## src/rtl/seq_pkg.sv

```systemverilog
// Shared types for the serial pattern generator and the sequence detectors.
// State encoding is 2 bits so detector state types can reuse it.
package seq_pkg;

  typedef enum logic [1:0] {
    IDLE  = 2'd0,
    SHIFT = 2'd1,
    GAP   = 2'd2,
    FIN   = 2'd3
  } seq_state_e;

  localparam int unsigned SEQ_PAT_W = 8;
  localparam int unsigned SEQ_REP_W = 4;

endpackage

```

## src/rtl/seq_gen_shreg.sv

```systemverilog
// Loadable pattern register with a wrapping bit-index down-counter.
// bit_o is the bit selected by the index that takes effect at the next edge.
module seq_gen_shreg
  import seq_pkg::*;
#(
  parameter int PAT_W = SEQ_PAT_W
) (
  input  logic                       clk,
  input  logic                       rst_n,
  input  logic                       load_i,
  input  logic                       adv_i,
  input  logic [PAT_W-1:0]           pat_i,
  input  logic [$clog2(PAT_W+1)-1:0] len_i,
  output logic                       bit_o,
  output logic                       last_o
);

  localparam int IW = $clog2(PAT_W);

  logic [PAT_W-1:0] pat_q, pat_d;
  logic [IW-1:0]    top_q, top_d;
  logic [IW-1:0]    idx_q, idx_d;

  assign last_o = (idx_q == '0);

  always_comb begin
    pat_d = pat_q;
    top_d = top_q;
    idx_d = idx_q;
    if (load_i) begin
      pat_d = pat_i;
      top_d = IW'(len_i - 1'b1);
      idx_d = top_d;
    end else if (adv_i) begin
      // Wrap to the top index so repetitions run without a bubble.
      idx_d = last_o ? top_q : idx_q - IW'(1);
    end
  end

  assign bit_o = pat_d[idx_d];

  always_ff @(posedge clk or negedge rst_n) begin
    if (!rst_n) begin
      pat_q <= '0;
      top_q <= '0;
      idx_q <= '0;
    end else begin
      pat_q <= pat_d;
      top_q <= top_d;
      idx_q <= idx_d;
    end
  end

endmodule

```

## src/rtl/seq_gen.sv

```systemverilog
// Serial pattern transmitter: MSB-first, repeated, with done pulse.
// Define SEQ_GEN_GAP_EN to insert GAP_CYC idle cycles between repetitions.
module seq_gen
  import seq_pkg::*;
#(
  parameter int PAT_W   = SEQ_PAT_W,
  parameter int REP_W   = SEQ_REP_W,
  parameter int GAP_CYC = 2
) (
  input  logic                       clk,
  input  logic                       rst,
  input  logic                       start,
  input  logic                       abort,
  input  logic [PAT_W-1:0]           pattern,
  input  logic [$clog2(PAT_W+1)-1:0] len,
  input  logic [REP_W-1:0]           reps,
  output logic                       out,
  output logic                       out_valid,
  output logic                       busy,
  output logic                       done
);

  localparam int LW = $clog2(PAT_W+1);

  seq_state_e       state_q, state_d;
  logic [REP_W-1:0] rep_q, rep_d;
  logic [LW-1:0]    len_sat;
  logic             load, adv, nbit, last;
  logic             out_q, out_d;
  logic             vld_q, vld_d;
  logic             busy_q, busy_d;
  logic             done_q, done_d;

`ifdef SEQ_GEN_GAP_EN
  localparam int GW = (GAP_CYC > 1) ? $clog2(GAP_CYC+1) : 1;
  logic [GW-1:0] gap_q, gap_d;
`endif

  assign len_sat = (len > LW'(PAT_W)) ? LW'(PAT_W) : len;

  seq_gen_shreg #(
    .PAT_W (PAT_W)
  ) u_shreg (
    .clk    (clk),
    .rst_n  (rst),
    .load_i (load),
    .adv_i  (adv),
    .pat_i  (pattern),
    .len_i  (len_sat),
    .bit_o  (nbit),
    .last_o (last)
  );

  always_comb begin
    state_d = state_q;
    rep_d   = rep_q;
    load    = 1'b0;
    adv     = 1'b0;
`ifdef SEQ_GEN_GAP_EN
    gap_d   = gap_q;
`endif
    if (abort) begin
      state_d = IDLE;
      rep_d   = '0;
`ifdef SEQ_GEN_GAP_EN
      gap_d   = '0;
`endif
    end else begin
      unique case (state_q)
        IDLE: begin
          if (start) begin
            rep_d = (reps == '0) ? REP_W'(1) : reps;
            if (len_sat == '0) begin
              state_d = FIN;
            end else begin
              state_d = SHIFT;
              load    = 1'b1;
            end
          end
        end
        SHIFT: begin
          adv = 1'b1;
          if (last) begin
            if (rep_q > REP_W'(1)) begin
              rep_d = rep_q - REP_W'(1);
`ifdef SEQ_GEN_GAP_EN
              state_d = GAP;
              gap_d   = GW'(GAP_CYC);
`endif
            end else begin
              state_d = FIN;
              rep_d   = '0;
            end
          end
        end
        GAP: begin
`ifdef SEQ_GEN_GAP_EN
          if (gap_q <= GW'(1)) begin
            state_d = SHIFT;
            gap_d   = '0;
          end else begin
            gap_d = gap_q - GW'(1);
          end
`else
          state_d = IDLE;
`endif
        end
        FIN:     state_d = IDLE;
        default: state_d = IDLE;
      endcase
    end
    // Outputs are registered decodes of the state being entered.
    vld_d  = (state_d == SHIFT);
    busy_d = (state_d != IDLE);
    done_d = (state_d == FIN);
    out_d  = vld_d & nbit;
  end

  always_ff @(posedge clk or negedge rst) begin
    if (!rst) begin
      state_q <= IDLE;
      rep_q   <= '0;
      out_q   <= 1'b0;
      vld_q   <= 1'b0;
      busy_q  <= 1'b0;
      done_q  <= 1'b0;
    end else begin
      state_q <= state_d;
      rep_q   <= rep_d;
      out_q   <= out_d;
      vld_q   <= vld_d;
      busy_q  <= busy_d;
      done_q  <= done_d;
    end
  end

`ifdef SEQ_GEN_GAP_EN
  always_ff @(posedge clk or negedge rst) begin
    if (!rst) gap_q <= '0;
    else      gap_q <= gap_d;
  end
`endif

  assign out       = out_q;
  assign out_valid = vld_q;
  assign busy      = busy_q;
  assign done      = done_q;

endmodule

```

## config.mk

```make
export PLATFORM = sky130hd
export DESIGN_NAME = seq_gen
export DESIGN_NICKNAME = d
export VERILOG_FILES = /design/src/rtl/seq_pkg.sv /design/src/rtl/seq_gen_shreg.sv /design/src/rtl/seq_gen.sv
export SDC_FILE = /design/constraint.sdc
export NUM_CORES = 1
export LEC_CHECK = 0
export ABC_AREA = 1
export BUFFER_PORTS_ARGS = -buffer_cell sky130_fd_sc_hd__buf_2
export CAP_MARGIN = 40
export CORE_MARGIN = 2
export CORE_UTILIZATION = 59
export DETAILED_ROUTE_END_ITERATION = 10
export PLACE_DENSITY = 0.89
export SYNTH_ARGS = -nofsm -noshare
export SYNTH_HDL_FRONTEND = slang
export SYNTH_HIERARCHICAL = 1
export SYNTH_SLANG_ARGS = --single-unit
```

## constraint.sdc

```tcl
create_clock -name clk -period 4.8 [get_ports clk]
set_input_delay 0.24 -clock clk [delete_from_list [all_inputs] [get_ports clk]]
set_output_delay 0.24 -clock clk [all_outputs]
set_load 0.005 [all_outputs]
```

==> results of run 1 <==
[cells in the final DEF, fill, tap and decap left out, types with 3 or more instances in the layout]
master    instances
nand2_1          50
inv_1            36
nand3_1          24
dfrtp_1          24
buf_2            23
nor2_1           17
o21ai_0           7
or2_0             6
nor3_1            5
a21oi_1           5
ha_1              5
clkbuf_4          3
or2_1             3
o21ai_2           3
[area by class of cell]
cell class / instances / area share [%]
sequential: 24 / 37.7
inverter: 38 / 8.96
timing repair buffer: 25 / 8.33
clock buffer: 4 / 2.28
multi-input combinational: 131 / 40.5
tap: 28 / 2.20
[path summary, 6_finish.rpt]
path / to
setup / recovery: out
hold / removal: state_q[1]
setup reg to reg: out
hold reg to reg: u_shreg/pat_q[3]
max in group asynchronous: u_shreg/pat_q[3]
min in group asynchronous: done
[worst register-to-register path: cells and delay by family (launching register included)]
kind | cells | cell delay (ps)
AOI/OAI and AO/OA | 1 | 100
buffers and inverters | 3 | 400
DFF | 1 | 440
and+or+nand+nor | 10 | 1010
[state kept, by name, summed over array words and instances (netlist names), 2 cells and up]
name,flops
state_q,2
u_shreg/pat_q,8
u_shreg/idx_q,3
rep_q,4
u_shreg/top_q,3
[layer usage]
metal	wire (um)	up-vias	global-route usage [%]
met5	0	-	0
met4	46	0	8.97
met3	91	4	5.08
met2	1340	22	40.6
met1	1190	575	22.8
li1	-	654	-
[through the flow]
stage | instances | cell area (um^2) | hold WS, ps | total power, mW | utilization [%]
after floorplan | 196 | 1410 | -55.6 | 0.410 | -
after global placement | 245 | 1550 | 244 | 0.454 | 69.2
final | 250 | 1590 | 172 | 0.564 | 71.3
after CTS | 250 | 1590 | 154 | 0.570 | 71.3
after global routing | 250 | 1590 | 165 | 0.612 | 71.3
after detailed placement | 245 | 1550 | 252 | 0.461 | 69.2
[repair_timing]
| action | 4_1_cts | 5_1_grt |
|---|---|---|
| resized for setup | 0 | 0 |
| endpoints found under the hold margin | 24 | 0 |
| hold buffers | 1 | 0 |
[power by group through the flow]
stage / registers (mW) / logic (mW) / clock network, mW
3_3_place_gp: 0.263 / 0.192 / 0
6_report: 0.259 / 0.198 / 0.107
4_1_cts: 0.259 / 0.199 / 0.111
2_1_floorplan: 0.259 / 0.150 / 0
5_1_grt: 0.263 / 0.230 / 0.119
3_5_place_dp: 0.263 / 0.197 / 0
==> qor.txt, run 1 <==
Sw Ratio - 35.9%
Relative slew margins - 65.1%
vias per cell - 5.02
Initial Util - 63.1%
syn nets - 221
Buf/Inv on CP - 3
clock power share - 19.0%
grt ovf - 0
Fillers - 186
worst reg-to-reg path cell count - 14
worst vdd ir - 0.000243 V
Via Count - 1255
violation count after the first detailed-route iteration - 15
post-route antenna net violation count - 0
worst hold stages - 2
critical path data required time - 5030 ps
Most common cell on crit path - nand2_1
total clock sinks - 24
pre-CTS WS - 2760 ps
vias in the first global route - 1131
gr usage total - 21.6%
# DRC - 0
CTS tree - done
worst-path cell chain - nor2_1, nand2_1, nor3_1, buf_4, inv_2, or2_2, o21ai_0, nand3_1, nand3_1, nand2_1, nand2_1, nand2_1, inv_1, nor2_1
flop2flop setup slack - 2740 ps
crit path max fanout - 14
CP startpoint - state_q[1]
hold path start - abort
critical path class - flop to flop
largest net degree at the start of global routing - 25
clock-pin slew on the worst setup and hold paths - 130 ps
Worst path depth - 14
Crit path max-delay family - simple AND/OR/NAND/NOR gates
Die Ht - 52.9 um
footprint of the multi-input gates - 644 um^2
fin crit share - 42.9%
Die Wd - 52.9 um
RSZ-0062 raised after global routing - false
row count - 17
Placer Congestion - 0.876
post-CTS setup repair buffer count - 0
Final Max Tran Viols - 0
post-layout net count - 248
Area growth, synth to finish - 13.0%
crit-path max cell delay - 440 ps
crit path time final - 2060 ps
H-tree levels - 1
Seq pwr share - 45.9%
Routed WL - 2.66 mm
clock buffer count from CTS - 3
layout cells sized above 1 - 16.7%
I/O Buffers - 23
Achievable Freq - 0.486 GHz
syn avg cell area - 7.19 um^2
outcome - complete, no violations
antenna cells - 0
first-pass GRT wire length - 4.35 mm
pwr dens - 354 mW/mm^2
initial antenna violation count - 0
crit path launch type - flop
register area - 601 um^2
crit path DAT - 2290 ps
dpl hpwl - 2.05 mm
later-pin clock latency in the skew report - 320 ps
HP Class - input pin to flop
Critical Path End Type - flop
Ys Warns - 6
crit path max-delay cell type - dfrtp_1
final worst slack - 2740 ps
die area - 0.00279 mm^2
combinational share of power - 35.0%
Avg WL per Cell - 10.7 um
IO Count - 24
Post-Syn Area - 0.00141 mm^2
Root Driver - clkbuf_4
Leak - 0.884 nW
total core area - 0.00223 mm^2
final setup fails - 0
Fin. Hold Viols - 0
clock buffer depth - 2
P_int - 362 uW
Slew @ Worst Pin - 524 ps
reg2reg start - state_q[1]
drt pass-1 iters - 4
Sw Pwr - 202 uW
Cells after Synth - 196
setup TNS - 0 ps
worst clock skew - 2.71 ps
max_cap viols - 0
No activity file was read; power rests on OpenSTA's default activity.
==> run 2: changes to the inputs <==
ABC_AREA = 0   (was 1)
CORE_UTILIZATION = 49   (was 59)
PLACE_DENSITY = 0.8   (was 0.89)
clock period = 1.89 ns   (was 4.8 ns; I/O delays follow)
==> run 2 against run 1 <==
  * The run now ends with setup timing left
  * Sequential share of layout area fell by 5.0 points
  * Final cell count fell by 15%
  * Fmax rose by 1.6%
  * Synthesized area fell by 0.53%
  * Largest cell class unchanged
==> qor.txt, run 2 <==
worst vdd ir - 0.000586 V
drt pass-1 iters - 4
Root Driver - clkbuf_4
Seq pwr share - 40.7%
Post-Syn Area - 0.00140 mm^2
crit path max fanout - 3
Ys Warns - 6
clock power share - 23.1%
IO Count - 24
placed inst area - 0.00168 mm^2
outcome - complete, but fails checks
total core area - 0.00273 mm^2
Initial Util - 51.3%
syn nets - 160
worst-path cell chain - inv_2, ha_4, mux2_4, a31oi_4, mux2_2, o21ai_1, a32oi_1, nand2_1, nor2_1
total clock sinks - 24
CTS tree - done
H-tree levels - 1
fin util - 67.2%
crit path max-delay cell type - dfrtp_1
dpl hpwl - 2.50 mm
Die Ht - 57.5 um
worst clock skew - 7.91 ps
clock buffer depth - 2
post-layout net count - 207
initial antenna violation count - 0
Routed WL - 3.39 mm
HP Class - input pin to flop
grt ovf - 0
later-pin clock latency in the skew report - 330 ps
gr usage total - 22.7%
P_int - 1.14 mW
critical path class - flop to flop
crit-path max cell delay - 420 ps
Achievable Freq - 0.494 GHz
Slew @ Worst Pin - 558 ps
Fin. Hold Viols - 0
post-route antenna net violation count - 0
Critical Path End Type - flop
final setup fails - 1
Placer Congestion - 0.878
leading cell type in the layout, fill and taps excluded - dfrtp_1
Area growth, synth to finish - 31.1%
Regs by FF count - u_shreg/pat_q: 8 flops, rep_q: 4 flops
largest net degree at the start of global routing - 25
vias per cell - 5.68
Pwr Total - 1.66 mW
RSZ-0062 raised after global routing - true
vias in the first global route - 1355
final worst slack - -136 ps
antenna cells - 0
max reg flops - 8
max_cap viols - 0
Sw Ratio - 31.6%
Final Max Tran Viols - 0
Via Count - 1204
layout cells sized above 1 - 37.6%
first-pass GRT wire length - 5.80 mm
crit path DAT - 2260 ps
failing checks - setup timing
row count - 19
Cells after Synth - 135
Relative slew margins - 62.8%
crit path time final - 2030 ps
I/O Buffers - 23
Avg WL per Cell - 16.0 um
combinational share of power - 36.2%
violation count after the first detailed-route iteration - 48
pre-CTS WS - -157 ps
die area - 0.00330 mm^2
# DRC - 0
Sw Pwr - 525 uW
final instance area - 0.00184 mm^2
setup TNS - -136 ps
Reg with most FFs - u_shreg/pat_q
Leak - 0.846 nW
critical path data required time - 2120 ps
most frequent cells in the layout - dfrtp_1, buf_2, buf_4
pwr dens - 905 mW/mm^2
fin crit share - 107%
clock buffer count from CTS - 3
clock-pin slew on the worst setup and hold paths - 150 ps
Die Wd - 57.5 um
syn avg cell area - 10.4 um^2
crit path launch type - flop
## run 2: cell type report
class                           instances  area [um^2]
Fill cell                             214          897
Inverter                               10         37.5
Clock inverter                          1         30.0
Timing Repair Buffer                   45          307
Sequential cell                        24          601
Tap cell                               31         38.8
Multi-Input combinational cell         98          801
Clock buffer                            3         22.5
## run 2: timing repair
| action | 4_1_cts | 5_1_grt |
|---|---|---|
| hold buffers | 3 | 1 |
| gates resized for setup | 3 | 5 |
| setup endpoints to repair | 1 | 1 |
| hold endpoints to repair | 26 | 1 |
| pin swaps | 1 | 0 |
| buffers inserted | 4 | 1 |
## run 2: power by group through the flow
stage / sequential, mW / clock [mW] / combinational [mW]
floorplan: 0.663 / 0 / 0.387
global placement: 0.675 / 0 / 0.515
detailed placement: 0.683 / 0 / 0.552
CTS: 0.675 / 0.387 / 0.581
global route: 0.686 / 0.404 / 0.660
finish: 0.676 / 0.384 / 0.602
## run 2: stage by stage
stage | hold WS, ps | cells
detailed placement | 118 | 199
finish | 4.23 | 212
global placement | 102 | 199
global route | 5.44 | 212
floorplan | -201 | 135
CTS | 3.46 | 210
## run 2: per-layer routing
metal / vias up / global-route usage, % / part of all wire (%)
met5: - / 0 / 0
met4: 0 / 11.3 / 2.4
met3: 9 / 4.31 / 3.7
met2: 35 / 41.1 / 54
met1: 581 / 25.2 / 40
li1: 579 / - / -
## run 2: path summary, 6_finish.rpt
path                                  start               end  slack [ps]  cells past startpoint
setup / recovery           u_shreg/idx_q[1]               out        -140                      9
hold / removal                   pattern[5]  u_shreg/pat_q[5]           4                      2
setup reg to reg           u_shreg/idx_q[1]               out        -140                      9
hold reg to reg            u_shreg/top_q[2]  u_shreg/top_q[2]         520                      1
max in group asynchronous               rst  u_shreg/pat_q[6]        1240                      2
min in group asynchronous               rst              done         270                      2
## run 2: worst max-delay path, delay by kind of cell (launching register included)
kind | cells | cell delay (ps)
muxes | 2 | 680
AOI/OAI and AO/OA | 3 | 480
DFF | 1 | 420
adders and majority gates | 1 | 150
and+or+nand+nor | 2 | 120
buffers and inverters | 1 | 90
==> run 3: changes to the inputs <==
CTS_BUF_LIST = sky130_fd_sc_hd__clkbuf_16   (was unset)
==> run 3 against run 2 <==
  * The flow still finishes with violations (setup timing)
  * Final cell count shrank 0.94%
  * Setup slack worse by 57 ps
  * Fmax is 2.7% lower
  * Core utilization rose by 1.1 points
==> qor.txt, run 3 (synthesis gave the netlist of run 2 again) <==
Routed WL - 3.58 mm
Fin. Hold Viols - 0
crit path time final - 2080 ps
Relative slew margins - 62.8%
Reg with most FFs - u_shreg/pat_q
post-route antenna net violation count - 0
vias in the first global route - 1324
Achievable Freq - 0.480 GHz
Avg WL per Cell - 17.1 um
grt ovf - 0
Seq pwr share - 35.5%
clock buffer count from CTS - 3
worst vdd ir - 0.000749 V
RSZ-0062 raised after global routing - true
post-layout net count - 205
leading cell type in the layout, fill and taps excluded - dfrtp_1
violation count after the first detailed-route iteration - 44
most frequent cells in the layout - dfrtp_1, buf_2, buf_4
Sw Pwr - 557 uW
outcome - complete, but fails checks
combinational share of power - 32.5%
Critical Path End Type - flop
largest net degree at the start of global routing - 25
final setup fails - 1
Leak - 0.865 nW
clock buffer depth - 2
vias per cell - 5.89
layout cells sized above 1 - 39.1%
gr usage total - 23.2%
P_int - 1.35 mW
crit path max fanout - 3
max reg flops - 8
crit path DAT - 2270 ps
Slew @ Worst Pin - 558 ps
Fillers - 212
setup TNS - -193 ps
# DRC - 0
Area growth, synth to finish - 33.2%
worst clock skew - 3.39 ps
HP Class - input pin to flop
clock power share - 32.0%
critical path class - flop to flop
later-pin clock latency in the skew report - 260 ps
fin crit share - 110%
total clock sinks - 24
Die Ht - 57.5 um
max_cap viols - 0
critical path data required time - 2080 ps
die area - 0.00330 mm^2
first-pass GRT wire length - 5.88 mm
Die Wd - 57.5 um
Initial Util - 51.3%
Root Driver - clkbuf_16
clock-pin slew on the worst setup and hold paths - 60 ps
Sw Ratio - 29.2%
pre-CTS WS - -157 ps
Final Max Tran Viols - 0
IO Count - 24
Placer Congestion - 0.878
antenna cells - 0
total core area - 0.00273 mm^2
I/O Buffers - 23
H-tree levels - 1
failing checks - setup timing
row count - 19
Via Count - 1237
drt pass-1 iters - 4
CTS tree - done
initial antenna violation count - 0
final worst slack - -193 ps
Regs by FF count - u_shreg/pat_q: 8 flops, rep_q: 4 flops
dpl hpwl - 2.50 mm
pwr dens - 1020 mW/mm^2
crit path launch type - flop
run 3: worst paths after layout:
check / startpoint / end / slack, ps / cells after the start
setup / recovery: u_shreg/idx_q[1] / out / -190 / 9
hold / removal: pattern[7] / u_shreg/pat_q[7] / 70 / 2
setup reg to reg: u_shreg/idx_q[1] / out / -190 / 9
hold reg to reg: u_shreg/top_q[2] / u_shreg/top_q[2] / 500 / 1
max in group asynchronous: rst / u_shreg/pat_q[7] / 1160 / 2
min in group asynchronous: rst / u_shreg/idx_q[1] / 370 / 2
run 3: final cells by class:
class / count / area [um^2] / area share (%)
clock buffer: 3 / 75.1 / 4.02
timing repair buffer: 43 / 284 / 15.2
clock inverter: 1 / 30.0 / 1.61
multi-input combinational: 98 / 801 / 42.9
inverter: 10 / 37.5 / 2.01
sequential: 24 / 601 / 32.2
tap: 31 / 38.8 / 2.08
run 3: repair_timing:
| action | CTS | global route |
|---|---|---|
| buffers inserted | 2 | 3 |
| hold buffers | 1 | 0 |
| endpoints found under the setup margin | 1 | 1 |
| endpoints found under the hold margin | 24 | 0 |
| cloned | 1 | 0 |
| pin swaps | 2 | 6 |
| gates resized for setup | 4 | 4 |
run 3: power by group through the flow:
| stage | sequential [mW] | combinational (mW) | clock, mW |
|---|---|---|---|
| global route | 0.685 | 0.673 | 0.642 |
| floorplan | 0.663 | 0.387 | 0 |
| CTS | 0.675 | 0.584 | 0.620 |
| finish | 0.678 | 0.620 | 0.610 |
| detailed placement | 0.683 | 0.552 | 0 |
| global placement | 0.675 | 0.515 | 0 |
run 3: through the flow:
| step | utilization (%) | power (mW) | hold slack (ps) | std cells | cell area (um^2) |
|---|---|---|---|---|---|
| floorplan | - | 1.05 | -201 | 135 | 1430 |
| global placement | 61.4 | 1.19 | 102 | 199 | 1680 |
| detailed placement | 61.4 | 1.23 | 118 | 199 | 1680 |
| CTS | 66.9 | 1.88 | 74.2 | 207 | 1830 |
| global route | 68.3 | 2.00 | 83.8 | 210 | 1870 |
| finish | 68.3 | 1.91 | 74.3 | 210 | 1870 |
run 3: layer usage:
layer,GRT usage (%),routed length (um),vias to the layer above
met4,10.3,141,0
met2,42.4,1910,36
met5,0,0,-
met3,3.17,128,15
li1,-,-,575
met1,26.5,1400,611
run 3: critical path, cell delays in order (launching register included):
cell and delay, ps:
dfrtp_1 390, inv_2 90, ha_4 150, mux2_4 310, a31oi_4 250, mux2i_1 110, o32a_1 300, a32oi_1 210
nand2_1 80, nor2_1 130
